===== src/rtl/exec_sequencer_if.sv =====
// exec_sequencer_if: instruction/data memory handshake and core instruction bundle
interface exec_sequencer_if #(parameter int PC_WIDTH = 8) ();
  logic                imem_req;
  logic [PC_WIDTH-1:0] imem_addr;
  logic                imem_ack;
  logic [15:0]         imem_rdata;
  logic [15:0]         instr;
  logic                dmem_req;
  logic                dmem_we;
  logic                dmem_ack;
  modport master (output imem_req, imem_addr, instr, dmem_req, dmem_we,
                  input  imem_ack, imem_rdata, dmem_ack);
  modport slave  (input  imem_req, imem_addr, instr, dmem_req, dmem_we,
                  output imem_ack, imem_rdata, dmem_ack);
endinterface


===== src/rtl/exec_sequencer.sv =====
// exec_sequencer: fetch/execute controller for the 16-bit core; SEQ_SINGLE_STEP_EN adds step_mode/step and a PAUSE state
module exec_sequencer #(
  parameter int         PC_WIDTH    = 8,
  parameter logic [3:0] HALT_OPCODE = 4'b1111
) (
  input  logic                clk,
  input  logic                rst,
  input  logic                start,
`ifdef SEQ_SINGLE_STEP_EN
  input  logic                step_mode,
  input  logic                step,
`endif
  exec_sequencer_if.master    bus,
  output logic [PC_WIDTH-1:0] pc,
  output logic [15:0]         retired,
  output logic                busy,
  output logic                halted
);
`ifdef SEQ_SINGLE_STEP_EN
  typedef enum logic [2:0] {IDLE, FETCH, EXEC, MEM, HALT, PAUSE} state_t;
`else
  typedef enum logic [2:0] {IDLE, FETCH, EXEC, MEM, HALT} state_t;
`endif
  state_t              state_q, state_d;
  logic [PC_WIDTH-1:0] pc_q, pc_d;
  logic [15:0]         ret_q, ret_d, ir_q, ir_d;
  logic [3:0]          fetch_op;
  logic                retire;
  assign fetch_op = bus.imem_rdata[15:12];
  always_comb begin
    state_d = state_q;
    pc_d    = pc_q;
    ret_d   = ret_q;
    ir_d    = ir_q;
    retire  = 1'b0;
    case (state_q)
      IDLE, HALT: if (start) begin
        state_d = FETCH;
        pc_d    = '0;
        ret_d   = '0;
      end
      FETCH: if (bus.imem_ack) begin
        ir_d    = bus.imem_rdata;
        state_d = (fetch_op == HALT_OPCODE) ? HALT :
                  (fetch_op == 4'b0111 || fetch_op == 4'b1000) ? MEM : EXEC;
      end
      EXEC: retire = 1'b1;
      MEM:  retire = bus.dmem_ack;
`ifdef SEQ_SINGLE_STEP_EN
      PAUSE: if (step || !step_mode) state_d = FETCH;
`endif
      default: state_d = IDLE;
    endcase
    if (retire) begin
      pc_d  = pc_q + 1'b1;
      ret_d = &ret_q ? ret_q : ret_q + 16'd1;
`ifdef SEQ_SINGLE_STEP_EN
      state_d = step_mode ? PAUSE : FETCH;
`else
      state_d = FETCH;
`endif
    end
  end
  always_ff @(posedge clk) begin
    if (rst) begin
      state_q <= IDLE;
      pc_q    <= '0;
      ret_q   <= '0;
      ir_q    <= '0;
    end else begin
      state_q <= state_d;
      pc_q    <= pc_d;
      ret_q   <= ret_d;
      ir_q    <= ir_d;
    end
  end
  assign bus.imem_req  = state_q == FETCH;
  assign bus.imem_addr = pc_q;
  assign bus.instr     = (state_q == EXEC || state_q == MEM) ? ir_q : 16'h0000;
  assign bus.dmem_req  = state_q == MEM;
  assign bus.dmem_we   = state_q == MEM && ir_q[15:12] == 4'b1000;
  assign pc            = pc_q;
  assign retired       = ret_q;
`ifdef SEQ_SINGLE_STEP_EN
  assign busy          = state_q == FETCH || state_q == EXEC || state_q == MEM || state_q == PAUSE;
`else
  assign busy          = state_q == FETCH || state_q == EXEC || state_q == MEM;
`endif
  assign halted        = state_q == HALT;
endmodule

===== src/flat_wrapper.sv =====
// flat-port wrapper written by rule: the top's interface ports become plain ports
module exec_sequencer_flat 
#(
  parameter int         PC_WIDTH    = 8,
  parameter logic [3:0] HALT_OPCODE = 4'b1111
)
  (clk, rst, start, pc, retired, busy, halted, bus_imem_req, bus_imem_addr, bus_instr, bus_dmem_req, bus_dmem_we, bus_imem_ack, bus_imem_rdata, bus_dmem_ack);
  exec_sequencer_if #(.PC_WIDTH(PC_WIDTH)) bus_i ();
  input  logic clk;
  input  logic rst;
  input  logic start;
  output logic [PC_WIDTH-1:0] pc;
  output logic [15:0] retired;
  output logic busy;
  output logic halted;
  output wire logic [$bits(bus_i.imem_req)-1:0] bus_imem_req;
  output wire logic [$bits(bus_i.imem_addr)-1:0] bus_imem_addr;
  output wire logic [$bits(bus_i.instr)-1:0] bus_instr;
  output wire logic [$bits(bus_i.dmem_req)-1:0] bus_dmem_req;
  output wire logic [$bits(bus_i.dmem_we)-1:0] bus_dmem_we;
  input wire logic [$bits(bus_i.imem_ack)-1:0] bus_imem_ack;
  input wire logic [$bits(bus_i.imem_rdata)-1:0] bus_imem_rdata;
  input wire logic [$bits(bus_i.dmem_ack)-1:0] bus_dmem_ack;
  assign bus_imem_req = bus_i.imem_req;
  assign bus_imem_addr = bus_i.imem_addr;
  assign bus_instr = bus_i.instr;
  assign bus_dmem_req = bus_i.dmem_req;
  assign bus_dmem_we = bus_i.dmem_we;
  assign bus_i.imem_ack = bus_imem_ack;
  assign bus_i.imem_rdata = bus_imem_rdata;
  assign bus_i.dmem_ack = bus_dmem_ack;
  exec_sequencer #(.PC_WIDTH(PC_WIDTH), .HALT_OPCODE(HALT_OPCODE)) u_core (.clk(clk), .rst(rst), .start(start), .bus(bus_i), .pc(pc), .retired(retired), .busy(busy), .halted(halted));
endmodule

===== config.mk =====
export PLATFORM = sky130hd
export DESIGN_NAME = exec_sequencer_flat
export DESIGN_NICKNAME = d
export VERILOG_FILES = /design/src/rtl/exec_sequencer_if.sv /design/src/rtl/exec_sequencer.sv /design/src/flat_wrapper.sv
export SDC_FILE = /design/constraint.sdc
export NUM_CORES = 1
export LEC_CHECK = 0
export ABC_AREA = 1
export BUFFER_PORTS_ARGS = -buffer_cell sky130_fd_sc_hd__buf_4
export CAP_MARGIN = 10
export CORE_MARGIN = 8
export CORE_UTILIZATION = 55
export DETAILED_ROUTE_END_ITERATION = 6
export PLACE_DENSITY = 0.9
export SYNTH_ARGS = -nofsm -noshare
export SYNTH_HDL_FRONTEND = slang
export SYNTH_SLANG_ARGS = --single-unit

===== constraint.sdc =====
create_clock -name clk -period 4.2 [get_ports clk]
set_input_delay 0.42 -clock clk [delete_from_list [all_inputs] [get_ports clk]]
set_output_delay 0.42 -clock clk [all_outputs]
set_load 0.05 [all_outputs]

==> results of run 1 <==
-- layer usage --
layer  up-vias  wire length, um  GRT usage [%]  share of wire (%)
met3        10              425           4.97                7.3
met5         -                0              0                  0
met2        74             2770           29.7                 47
met1      1056             2590           21.7                 44
li1       1186                -              -                  -
met4         0               83           5.71                1.4
-- sequential cells by signal, indices dropped and copies added, names as in the netlist --
name,cells
u_core.bus.imem_addr,8
u_core.retired,16
u_core.ir_q,16
u_core.state_q,3
-- layout make-up --
class	count	share of cell area [%]
clock inverter	2	0.434
inverter	49	6.38
multi-input combinational	225	39.6
sequential	43	29.9
clock buffer	6	2.52
timing repair buffer	73	19.0
tap	50	2.17
-- how the worst max path moves through the flow --
stage                                               from  cells after the start  slack (ns)                                    to
after floorplan           u_core.state_q[2]$_SDFFE_PP0P_                      4        2.10                           bus_dmem_we
after global placement    u_core.state_q[2]$_SDFFE_PP0P_                      8        2.30  u_core.bus.imem_addr[5]$_SDFFE_PP0P_
after detailed placement  u_core.state_q[2]$_SDFFE_PP0P_                      8        2.24  u_core.bus.imem_addr[5]$_SDFFE_PP0P_
after CTS                 u_core.state_q[2]$_SDFFE_PP0P_                      4        2.17                           bus_dmem_we
after global routing      u_core.state_q[2]$_SDFFE_PP0P_                      8        1.97  u_core.bus.imem_addr[2]$_SDFFE_PP0P_
final                     u_core.state_q[2]$_SDFFE_PP0P_                      4        2.17                           bus_dmem_we
-- report_power, final --
group	internal (W)	leakage [nW]	switching, W
Clock	0.000116	0.0412	0.000143
Combinational	0.0000820	0.825	0.000221
Sequential	0.000440	0.349	0.0000158
Total	0.000639	1.21	0.000380
-- logic make-up (layout without fill, tap and decap cells) --
kind of cell / count (synthesis) / after routing / share of synthesized area [%]
flops: 43 / 43 / 37.4
compound gates: 64 / 64 / 15.5
simple gates: 159 / 159 / 33.0
fa+ha+maj: 2 / 2 / 1.09
buf+inv: 67 / 130 / 13.1
-- layout by cell type (no fill, tap or decap), types with 3 or more instances in the layout --
cell type,Yosys,final
nor3_1,8,8
nor3_2,4,4
inv_1,45,45
nand4_1,10,10
nor2_1,46,46
o21bai_1,3,3
nand2_2,7,7
nand3_1,16,16
a21oi_1,25,25
dfxtp_1,43,43
buf_4,8,73
nor2_2,3,3
inv_2,4,4
a21oi_2,6,6
o21ai_0,27,27
nand2_1,56,56
clkbuf_8,0,5
-- worst max-delay path: stages (launching register included) --
cell and delay [ns]:
dfxtp_1 0.33, inv_2 0.07, nand2_1 0.35, nor3_1 0.33, buf_4 0.24
-- per-stage QoR --
stage / cell area [um^2] / utilization [%] / setup WS, ns
floorplan: 2300 / - / 2.10
global placement: 2800 / 69.4 / 2.30
detailed placement: 2800 / 69.4 / 2.24
CTS: 2880 / 71.6 / 2.17
global route: 2880 / 71.6 / 1.97
finish: 2880 / 71.6 / 2.17
==> key figures, run 1 <==
STA
  – TNS Setup: 0 ns
  – Fmax: 0.492 GHz
  – Final period util: 48.3%
  – Fin. max-slew vios: 0
  – Final Hold Viols: 0
  – Final Critical Period: 2.03 ns
  – RSZ-0062 raised after global routing: no
  – Hold slack: 0.400 ns
  – Max_slew headroom: 44.2%
  – Worst-Margin Slew: 0.835 ns
  – Skew final: 0.0133 ns
  – Final Setup Violations: 0

Place
  – Inst Count DP: 440
  – Port Buf Inserts: 73
  – Hpwl dp: 4460 um
  – Placer Congestion: 0.892

Clock network
  – Htree depth: 2
  – Clock sink total: 43
  – Cts hold-fix bufs: 0
  – Worst-Skew Late Latency: 0.30 ns
  – Cts bufs inserted: 5
  – Postcts setup bufs: 0
  – TritonCTS clock tree: yes
  – Cts repair resizes: 0
  – Longest Clk Path Bufs: 2
  – Root Buffer: clkbuf_8
  – Clock transition at path regs: 0.08 ns

Critical path
  – Reg-to-reg startpoint: u_core.state_q[2]$_SDFFE_PP0P_
  – WP data arrival: 1.61 ns
  – Setup crit start kind: flop
  – R2R Path End: u_core.bus.imem_addr[4]$_SDFFE_PP0P_
  – WP data required: 3.78 ns
  – R2r worst-path depth: 8
  – Critical path type: reg -> out
  – Worst R2R Setup Slack: 2.17 ns
  – CP Capture Type: output pin
  – Crit path max fanout: 20

Status
  – Outcome: completed

Routing
  – Vias post-DR: 2326
  – WL final: 5860 um
  – Iteration-0 DRC Markers: 137
  – Routed wire length per instance: 13.1 um
  – DRT Pass-1 Iters: 4
  – Vias per cell: 5.19
  – Drc violations: 0
  – Final antenna-violating net count: 0

Logic synthesis
  – Mapped Area: 2300 um^2
  – Most common cell in the synthesized netlist: nand2_1
  – Area contributors post-synth: dfxtp_1 37%, nand2_1 9.1%, nor2_1 7.5%
  – Post-Syn Nets: 358
  – Sequential fraction of the synthesis area: 37.4%
  – Flops & latches, synth: 43
  – Post-synth top area share: 37.4%
  – Ys Warns: 0
  – Syn Inst Count: 335
  – Most common flop cell mapped by yosys: dfxtp_1
  – Syn Area/Cell: 6.88 um^2
  – Most frequent cells after synthesis: 56 x nand2_1, 46 x nor2_1, 45 x inv_1
  – Synth cell types: 29
  – Leading area contributor after synthesis: dfxtp_1
  – Post-synth EDFFs: 0
  – Ys async rst share: 0%

Worst hold path
  – Worst hold start: bus_imem_rdata[4]
  – Hold Path End: u_core.ir_q[4]$_SDFFE_PP0P_
  – Hold depth: 3
  – Hold Crit Class: in -> reg

Global routing
  – Initial antenna violation count: 0
  – First-pass GRT wire length: 9590 um
  – Total track usage: 17.8%
  – Largest net degree at the start of global routing: 33
  – Vias in the first global route: 2225
  – Global route overflow: 0

Final layout
  – Fin nets: 420
  – Register area: 861 um^2
  – Share of layout cells above drive strength 1: 27.9%
  – Fillers: 340
  – Syn-to-layout area delta: 25.1%
  – Finished Layout Cells: 448
  – Ant. Diodes: 0
  – Multi-input gate area: 1140 um^2

Power and ir drop
  – Cell Pwr Density: 353 nW/um^2
  – LEAKAGE: 1.21 nW
  – Final Power: 0.00102 W
  – Max VDD drop: 0.281 mV

Job
  – Max Cap Viol: 0

Floorplan
  – # rows: 23
  – Die ar.: 6520 um^2
  – Starting density of the core: 57.2%
  – Die width: 80.7 um
  – Core region area: 4030 um^2
  – Die Span Y: 80.7 um
  – Io pins: 74
No activity file was read; power rests on OpenSTA's default activity.
==> run 2, diff against run 1 <==
Settings changed: CORE_UTILIZATION 55 to 51, PLACE_DENSITY 0.9 to 0.85.
Clock period 4.2 ns to 2 ns, I/O delays scaled along.
==> run 2 against run 1 <==
Sequential share of layout area decreased by 0.61 points. Via count decreased by 0.52%. Critical path depth increased by 6. Clock-buffer cell count decreased by 1. Global-route usage decreased by 1.1 points. Clock skew decreased by 0.0054 ns. Critical path type is now reg -> reg.
==> key figures, run 2 (synthesis results as in run 1) <==
Global routing
  – Global route overflow: 0
  – Initial antenna violation count: 0
  – Largest net degree at the start of global routing: 33
  – First-pass GRT wire length: 9940 um
  – Total track usage: 16.7%
  – Vias in the first global route: 2255

Critical path
  – Crit path max fanout: 19
  – Critical path type: reg -> reg
  – Worst-path cell with the longest stage delay: dfxtp_1
  – WP data arrival: 1.84 ns
  – Reg-to-reg startpoint: u_core.retired[0]$_SDFFE_PP0P_
  – Dominant cell type by count on the critical path: inv_1
  – CP Capture Type: flop
  – Setup crit end: u_core.retired[1]$_SDFFE_PP0P_
  – Setup crit start kind: flop
  – Worst R2R Setup Slack: 0.34 ns
  – Slowest stage delay, CP: 0.39 ns
  – WP data required: 2.18 ns
  – Worst setup path startpoint: u_core.retired[0]$_SDFFE_PP0P_
  – Worst path cell trace: ha_1 > inv_1 > nor2_2 > nand2_2 > nor2_4 > nand2_4 > nand2_8 > inv_1 > nand3_1 > a21oi_1
  – R2r worst-path depth: 10
  – R2R Path End: u_core.retired[1]$_SDFFE_PP0P_

Final layout
  – Syn-to-layout area delta: 27.7%
  – Ant. Diodes: 0
  – Share of layout cells above drive strength 1: 28.9%
  – Finished Layout Cells: 454
  – Register area: 861 um^2
  – Multi-input gate area: 1140 um^2
  – Most common cell after layout, fill and taps aside: buf_4
  – Fin nets: 424
  – Most frequent cells in the layout: 77 x buf_4, 56 x nand2_1, 46 x nor2_1
  – Final Util: 67.6%
  – Fillers: 341

Routing
  – WL final: 5960 um
  – Routed wire length per instance: 13.1 um
  – Drc violations: 0
  – DRT Pass-1 Iters: 6
  – Vias per cell: 5.10
  – Iteration-0 DRC Markers: 190
  – Met2 wire len: 3010 um
  – Final antenna-violating net count: 0
  – Highest metal used: met4
  – Vias post-DR: 2314
  – Routed met1 length: 2420 um
  – Routed wl met3: 443 um

STA
  – Skew final: 0.00789 ns
  – Final Critical Period: 1.66 ns
  – Final Hold Viols: 0
  – Final period util: 83.0%
  – Final Setup Violations: 0
  – Fmax: 0.602 GHz
  – Worst-Margin Slew: 0.534 ns
  – Fin. max-slew vios: 0
  – RSZ-0062 raised after global routing: no
  – Max_slew headroom: 64.3%
  – TNS Setup: 0 ns

Place
  – Port Buf Inserts: 73
  – Inst Count DP: 446
  – Placer Congestion: 0.829
  – Hpwl dp: 4520 um

Floorplan
  – Die Span Y: 83.2 um
  – Io pins: 74
  – Die width: 83.2 um
  – # rows: 24
  – Die ar.: 6930 um^2
  – Starting density of the core: 52.9%
  – Core region area: 4350 um^2

Job
  – Max Cap Viol: 0

Clock network
  – Cts repair resizes: 0
  – Longest Clk Path Bufs: 2
  – Cts bufs inserted: 5
  – Postcts setup bufs: 0
  – Clock sink total: 43
  – Worst-Skew Late Latency: 0.30 ns
  – Clock transition at path regs: 0.08 ns
  – Htree depth: 2
  – Root Buffer: clkbuf_8
  – TritonCTS clock tree: yes
  – Cts hold-fix bufs: 0

Worst hold path
  – Hold Crit Class: in -> reg
  – Worst hold start: bus_imem_rdata[10]

Power and ir drop
  – LEAKAGE: 1.25 nW
  – Max VDD drop: 0.885 mV
  – Cell Pwr Density: 776 nW/um^2

Status
  – Outcome: completed
## run 2: cell types whose count changed in the layout (fill, tap and decap cells not counted)
cell and change:
clkbuf_1 -1, clkinvlp_4 -1, buf_4 +4, bufinv_16 +1
clkinv_4 +1
## run 2: worst max-delay path: cells and delay by family, from the launching register on
kind | cells | cell delay [ns]
adder cells (fa/ha/maj) | 1 | 0.21
buffers and inverters | 2 | 0.19
AND/OR/NAND/NOR | 6 | 0.69
AO/OA/AOI/OAI | 1 | 0.06
flip-flops | 1 | 0.39
## run 2: worst min path at each step
| stage | endpoint | slack (ns) | cells after the start |
|---|---|---|---|
| finish | u_core.ir_q[10]$_SDFFE_PP0P_ | 0.18 | 3 |
| global route | u_core.retired[14]$_SDFFE_PP0P_ | 0.19 | 2 |
| CTS | u_core.ir_q[4]$_SDFFE_PP0P_ | 0.18 | 3 |
| detailed placement | u_core.ir_q[6]$_SDFFE_PP0P_ | 0.45 | 2 |
| global placement | u_core.ir_q[3]$_SDFFE_PP0P_ | 0.44 | 2 |
| floorplan | u_core.retired[0]$_SDFFE_PP0P_ | 0.27 | 1 |
## run 2: area by class of cell
class	instances	area share (%)
Multi-Input combinational cell	225	38.8
Clock buffer	5	2.34
Tap cell	52	2.21
Clock inverter	3	1.49
Timing Repair Buffer	77	19.6
Inverter	49	6.25
Sequential cell	43	29.3
## run 2: per-layer routing
layer  vias up  GRT usage, %
met3         9          6.05
met4         0          6.07
met5         -             0
li1       1196             -
met2        72          29.8
met1      1037          17.3
## run 2: metrics by stage
| stage | instance area [um^2] | hold slack (ns) | total power, W | worst slack [ns] |
|---|---|---|---|---|
| after floorplan | 2300 | 0.269 | 0.00148 | 0.0868 |
| after global placement | 2830 | 0.440 | 0.00162 | 0.442 |
| after detailed placement | 2830 | 0.446 | 0.00163 | 0.362 |
| after CTS | 2940 | 0.177 | 0.00231 | 0.330 |
| after global routing | 2940 | 0.192 | 0.00241 | 0.184 |
| final | 2940 | 0.183 | 0.00228 | 0.340 |
## run 2: power breakdown
group          internal, W  switching, W
Sequential        0.000925     0.0000324
Combinational     0.000189      0.000467
Clock             0.000372      0.000299
Total              0.00149      0.000799
